===== config.mk =====
export PLATFORM = sky130hd
export DESIGN_NAME = mat_sequencer
export DESIGN_NICKNAME = d
export VERILOG_FILES = /design/src/rtl/mat_sequencer.sv
export SDC_FILE = /design/constraint.sdc
export NUM_CORES = 1
export LEC_CHECK = 0
export CAP_MARGIN = 30
export CELL_PAD_IN_SITES_DETAIL_PLACEMENT = 1
export CELL_PAD_IN_SITES_GLOBAL_PLACEMENT = 1
export CORE_MARGIN = 4
export CORE_UTILIZATION = 42
export DETAILED_ROUTE_END_ITERATION = 6
export PLACE_DENSITY = 0.85
export SLEW_MARGIN = 10
export SYNTH_ARGS = -nofsm -noshare
export SYNTH_HDL_FRONTEND = slang
export SYNTH_SLANG_ARGS = --single-unit

===== constraint.sdc =====
create_clock -name clock -period 3.1 [get_ports clock]
set_input_delay 0.62 -clock clock [delete_from_list [all_inputs] [get_ports clock]]
set_output_delay 0.62 -clock clock [all_outputs]
set_load 0.03 [all_outputs]

===== src/rtl/mat_sequencer.sv =====
// mat_sequencer: feeds a weight matrix and skewed input vectors into an NxN systolic array
// and deskews its outputs back into whole result vectors.
module mat_sequencer #(
    parameter int N        = 4,
    parameter int PIPE_LAT = 4
) (
    input  logic                      clock,
    input  logic                      reset_n,
    input  logic                      cmd_valid,
    output logic                      cmd_ready,
    input  logic                      cmd_load,
    input  logic [15:0]               cmd_count,
    input  logic                      in_valid,
    output logic                      in_ready,
    input  logic [31:0]               in_data [N],
    output logic                      mu_load_weight,
    output logic [$clog2(2*N)-1:0]    mu_weight_progress,
    output logic [31:0]               mu_data_in [N],
    input  logic [31:0]               mu_data_out [N],
    output logic                      out_valid,
    output logic [31:0]               out_data [N]
);
    localparam int L  = PIPE_LAT + N + 1;
    localparam int KW = $clog2(2 * N);
    localparam int AW = $clog2(N);

    typedef enum logic [2:0] {IDLE, WFILL, WBURST, STREAM, DRAIN} state_t;

    state_t        state_q, state_d;
    logic [KW-1:0] k_q, k_d;
    logic [15:0]   cnt_q, cnt_d;
    logic [L-1:0]  tok_q;
    logic [31:0]   w_q [N][N];
    logic          s_acc;

    assign cmd_ready          = state_q == IDLE;
    assign in_ready           = state_q == WFILL || (state_q == STREAM && cnt_q != '0);
    assign s_acc              = in_valid && in_ready && state_q == STREAM;
    assign mu_load_weight     = state_q == WBURST;
    assign mu_weight_progress = mu_load_weight ? k_q : '0;
    assign out_valid          = tok_q[L-1];

    // k counts rows during WFILL and burst steps during WBURST
    always_comb begin
        state_d = state_q;
        k_d     = k_q;
        cnt_d   = cnt_q;
        case (state_q)
            IDLE: if (cmd_valid) begin
                state_d = cmd_load ? WFILL : (cmd_count == '0 ? DRAIN : STREAM);
                k_d     = '0;
                cnt_d   = cmd_count;
            end
            WFILL: if (in_valid) begin
                k_d     = (k_q == KW'(N - 1)) ? '0 : k_q + 1'b1;
                state_d = (k_q == KW'(N - 1)) ? WBURST : WFILL;
            end
            WBURST: begin
                k_d     = (k_q == KW'(2 * N - 1)) ? '0 : k_q + 1'b1;
                state_d = (k_q == KW'(2 * N - 1)) ? IDLE : WBURST;
            end
            STREAM: if (s_acc) begin
                cnt_d   = cnt_q - 16'd1;
                state_d = (cnt_q == 16'd1) ? DRAIN : STREAM;
            end
            DRAIN: state_d = (tok_q[L-2:0] == '0) ? IDLE : DRAIN;
            default: state_d = IDLE;
        endcase
    end

    always_ff @(posedge clock or negedge reset_n) begin
        if (!reset_n) begin
            state_q <= IDLE;
            k_q     <= '0;
            cnt_q   <= '0;
            tok_q   <= '0;
        end else begin
            state_q <= state_d;
            k_q     <= k_d;
            cnt_q   <= cnt_d;
            tok_q   <= {tok_q[L-2:0], s_acc};
        end
    end

    always_ff @(posedge clock or negedge reset_n) begin
        if (!reset_n) begin
            for (int r = 0; r < N; r++)
                for (int c = 0; c < N; c++)
                    w_q[r][c] <= '0;
        end else if (state_q == WFILL && in_valid) begin
            w_q[k_q[AW-1:0]] <= in_data;
        end
    end

    genvar i;
    for (i = 0; i < N; i++) begin : g_lane
        logic [31:0]   d_q [i+1];
        logic [31:0]   s_q [N-i];
        logic [KW-1:0] r;
        // input skew of i+1 cycles, output deskew of N-i cycles: every lane totals N+1
        always_ff @(posedge clock or negedge reset_n) begin
            if (!reset_n) begin
                for (int s = 0; s <= i; s++) d_q[s] <= '0;
                for (int s = 0; s < N - i; s++) s_q[s] <= '0;
            end else begin
                d_q[0] <= s_acc ? in_data[i] : '0;
                for (int s = 1; s <= i; s++) d_q[s] <= d_q[s-1];
                s_q[0] <= mu_data_out[i];
                for (int s = 1; s < N - i; s++) s_q[s] <= s_q[s-1];
            end
        end
        assign r             = k_q - KW'(i);
        assign mu_data_in[i] = mu_load_weight
                             ? ((k_q >= KW'(i) && r < KW'(N)) ? w_q[r[AW-1:0]][i] : '0)
                             : d_q[i];
        assign out_data[i]   = s_q[N-i-1];
    end
endmodule


==> impl_metrics.toml <==
[run_status]
status = "complete, but fails checks"
violations = "negative setup slack"

[logic_synthesis]
synth-edff-count = 0
yosys_most_used_dff = "dfrtp_1"
synth.avg_cell_area_um2 = 16.7
async_flop_share_pct = 100
synth_cell_type_count = 60
synth_compound_area_share_pct = 3.44
synth_nets = 2857
synth_xor_area_share_pct = 0.0204
muxShareOfSynthArea_pct = 20.1
synthCells = 2569
ys_seq_area_share_pct = 68.9
yosys.area_share.simple_pct = 3.50
synth_seq_cells = 1183
synth_top_family_by_area = "multiplexers"
synthAdderAreaFrac_pct = 0.320
yosysWarnings = 0
synth.cell_area_um2 = 43000

[timing]
fin_crit_sh_pct = 106
fmax_ghz = 0.303
setup_viol = 122
finalHoldViolCount = 0
hold-worst-slack_ps = 340
setup_ws_ps = -198
tightestPinTransition_ps = 750
relSlewSlack_pct = 50.0
fin_skew_ps = 43.3
slew_violations = 0
layout_min_cycle_time_ps = 3300
rsz0062_at_grt = "true"

[layout]
final_util_pct = 55.2
layout_commonest_cell = "dfrtp_1"
design_area_um2 = 56100
drive_gt1_share_pct = 38.5
stdcell_count = 4653
nets = 3459
area.growth.synth_to_final_pct = 30.5
nFillCells = 9296
mostFrequentLayoutCells = "dfrtp_1, mux2_2, clkdlybuf4s50_1"

[floorplan]
fp-row-count = 117
initial_core_util_pct = 42.3
die_w_um = 328
core_area_um2 = 102000
die_area_um2 = 107000
die_h_um = 328
ios = 540

[power_and_ir_drop]
ir_drop_uv = 495
power_leakage_nw = 25.8
power.density_nw_per_um2 = 815

[setup_path]
crit_family = "adder cells"
critPathBufInv = 3
crit_fanout = 7
start_kind = "register"
crit_chain = "ha_2 > ha_1 > nor2_4 > buf_4 > clkbuf_16 > a22o_4 > buf_6"
required_ps = 2480
max_stage_delay_ps = 560
worst_path_max_delay_cell = "dfrtp_4"
crit_type = "reg -> out"
endpoint_kind = "primary output"
crit_arrival_ps = 2680

[hold_path]
hp-class = "reg -> reg"

[routing]
drt_drc_violations_left = 0
drt_iter0_markers = 1449
via_per_inst = 5.28
avgRoutedWirePerCell_um = 27.5
wirelength_mm = 128
num_vias = 24600
drtAntennaViolNets = 0
drt_pass1_iterations = 5

[global_routing]
grt_use_total_pct = 23.2
grt_pass1_wl_mm = 187
grt.overflow.total = 0
grt_pass1_vias = 28300
grt_max_degree = 107
antenna_found_initial = 23

[run]
max_cap_violations = 0

[placement]
place_ws_ps = 68.4
gp_congestion = 0.839
portBuffers = 539
placed_cells = 4341
place_area_um2 = 49800
dp_hpwl_mm = 74.2

[clocking]
root_buffer = "clkbuf_16"
clk_latency_ps = 720
clkTransAtPathRegs_ps = 70
cts_htree_levels = 3
cts_tree = "done"
clockBufferDepth = 3
cts_num_sinks = 1183
cts_made_buffers = 118
-- power breakdown --
group          internal (W)  total, W  switching, W
sequential           0.0183    0.0200       0.00175
clock               0.00847    0.0148       0.00631
combinational       0.00621    0.0109       0.00470
-- flip-flops by register name, summed over array words and instances (netlist names) --
| signal | cells |
|---|---|
| tok_q | 9 |
| cnt_q | 16 |
| state_q | 3 |
| w_q | 512 |
| out_data | 96 |
| k_q | 3 |
| g_lane.d_q | 320 |
| g_lane.s_q | 224 |
-- layer usage --
metal  vias to the layer above  global-route usage (%)  routed length (um)
met4                         8                    8.61                4380
met3                       237                    4.72                6860
li1                      10200                       -                   -
met5                         -                       0                  50
met2                       739                    40.7               67400
met1                     13400                    28.5               49300
-- path summary, 6_finish.rpt --
check	start	to	slack, ps	cells past startpoint
min	g_lane[3].d_q[38]	g_lane[3].d_q[6]	340	0
min in group asynchronous	reset_n	g_lane[0].s_q[90]	460	2
max	k_q[0]	mu_data_in[30]	-200	7
max reg2reg	cnt_q[1]	g_lane[2].d_q[74]	640	8
max in group asynchronous	reset_n	w_q[284]	1600	3
min reg2reg	g_lane[3].d_q[38]	g_lane[3].d_q[6]	340	0
-- worst reg2reg max path, cell delays in order, from the launching register on --
cell and delay, ps:
dfrtp_1 370, inv_1 90, ha_1 220, nor3b_4 160
nand4_4 100, buf_4 170, and3_4 690, buf_4 400
and2_1 190
-- synthesized netlist by cell type (all sizes together), types with 3 or more instances --
| library cell | number | area share, % |
|---|---|---|
| mux2 | 512 | 13 |
| inv | 41 | 0.36 |
| a21oi | 18 | 0.24 |
| o22ai | 3 | 0.044 |
| nor2 | 22 | 0.19 |
| and2 | 129 | 1.9 |
| a21boi | 3 | 0.052 |
| buf | 182 | 2.8 |
| nor3b | 4 | 0.070 |
| or3 | 4 | 0.070 |
| nand4 | 5 | 0.11 |
| and3 | 5 | 0.084 |
| dfrtp | 1183 | 69 |
| nor4 | 12 | 0.22 |
| nor3 | 7 | 0.082 |
| nand2 | 62 | 0.55 |
| ha | 11 | 0.32 |
| o31ai | 5 | 0.12 |
| mux4 | 128 | 6.7 |
| clkbuf | 48 | 0.49 |
| nand3 | 8 | 0.093 |
| a22o | 99 | 2.0 |
| o21ai | 49 | 0.57 |
-- cell type report --
class | instances | area, um2 | share of cell area [%]
Inverter | 41 | 168 | 0.299
Multi-Input combinational cell | 1115 | 12300 | 22.0
Clock inverter | 44 | 572 | 1.02
Timing Repair Buffer | 712 | 8170 | 14.6
Tap cell | 1368 | 1710 | 3.05
Sequential cell | 1183 | 29600 | 52.8
Clock buffer | 173 | 3470 | 6.19
Antenna cell | 17 | 42.5 | 0.0759
-- cell families after synthesis --
logic type	count (synthesis)
flip-flops	1183
buffers and inverters	271
multiplexers	640
adder cells (fa/ha/maj)	11
XOR/XNOR	1
AO/OA/AOI/OAI	197
AND/OR/NAND/NOR	266
-- what timing repair did --
item                       in CTS  in global routing
hold endpoints to repair       34                  0
setup endpoints to repair     132                131
hold buffers                    1                  0
pin swaps                      39                 35
resized for setup             374                 56
cloned                         19                  8
buffers inserted               44                 13
-- per-stage QoR --
stage	total power, W	TNS, ps
after floorplan	0.0251	0
after global placement	0.0276	0
after detailed placement	0.0283	0
after CTS	0.0456	-21920
after global routing	0.0477	-24730
final	0.0457	-11830
(Power assumes the default switching activity.)
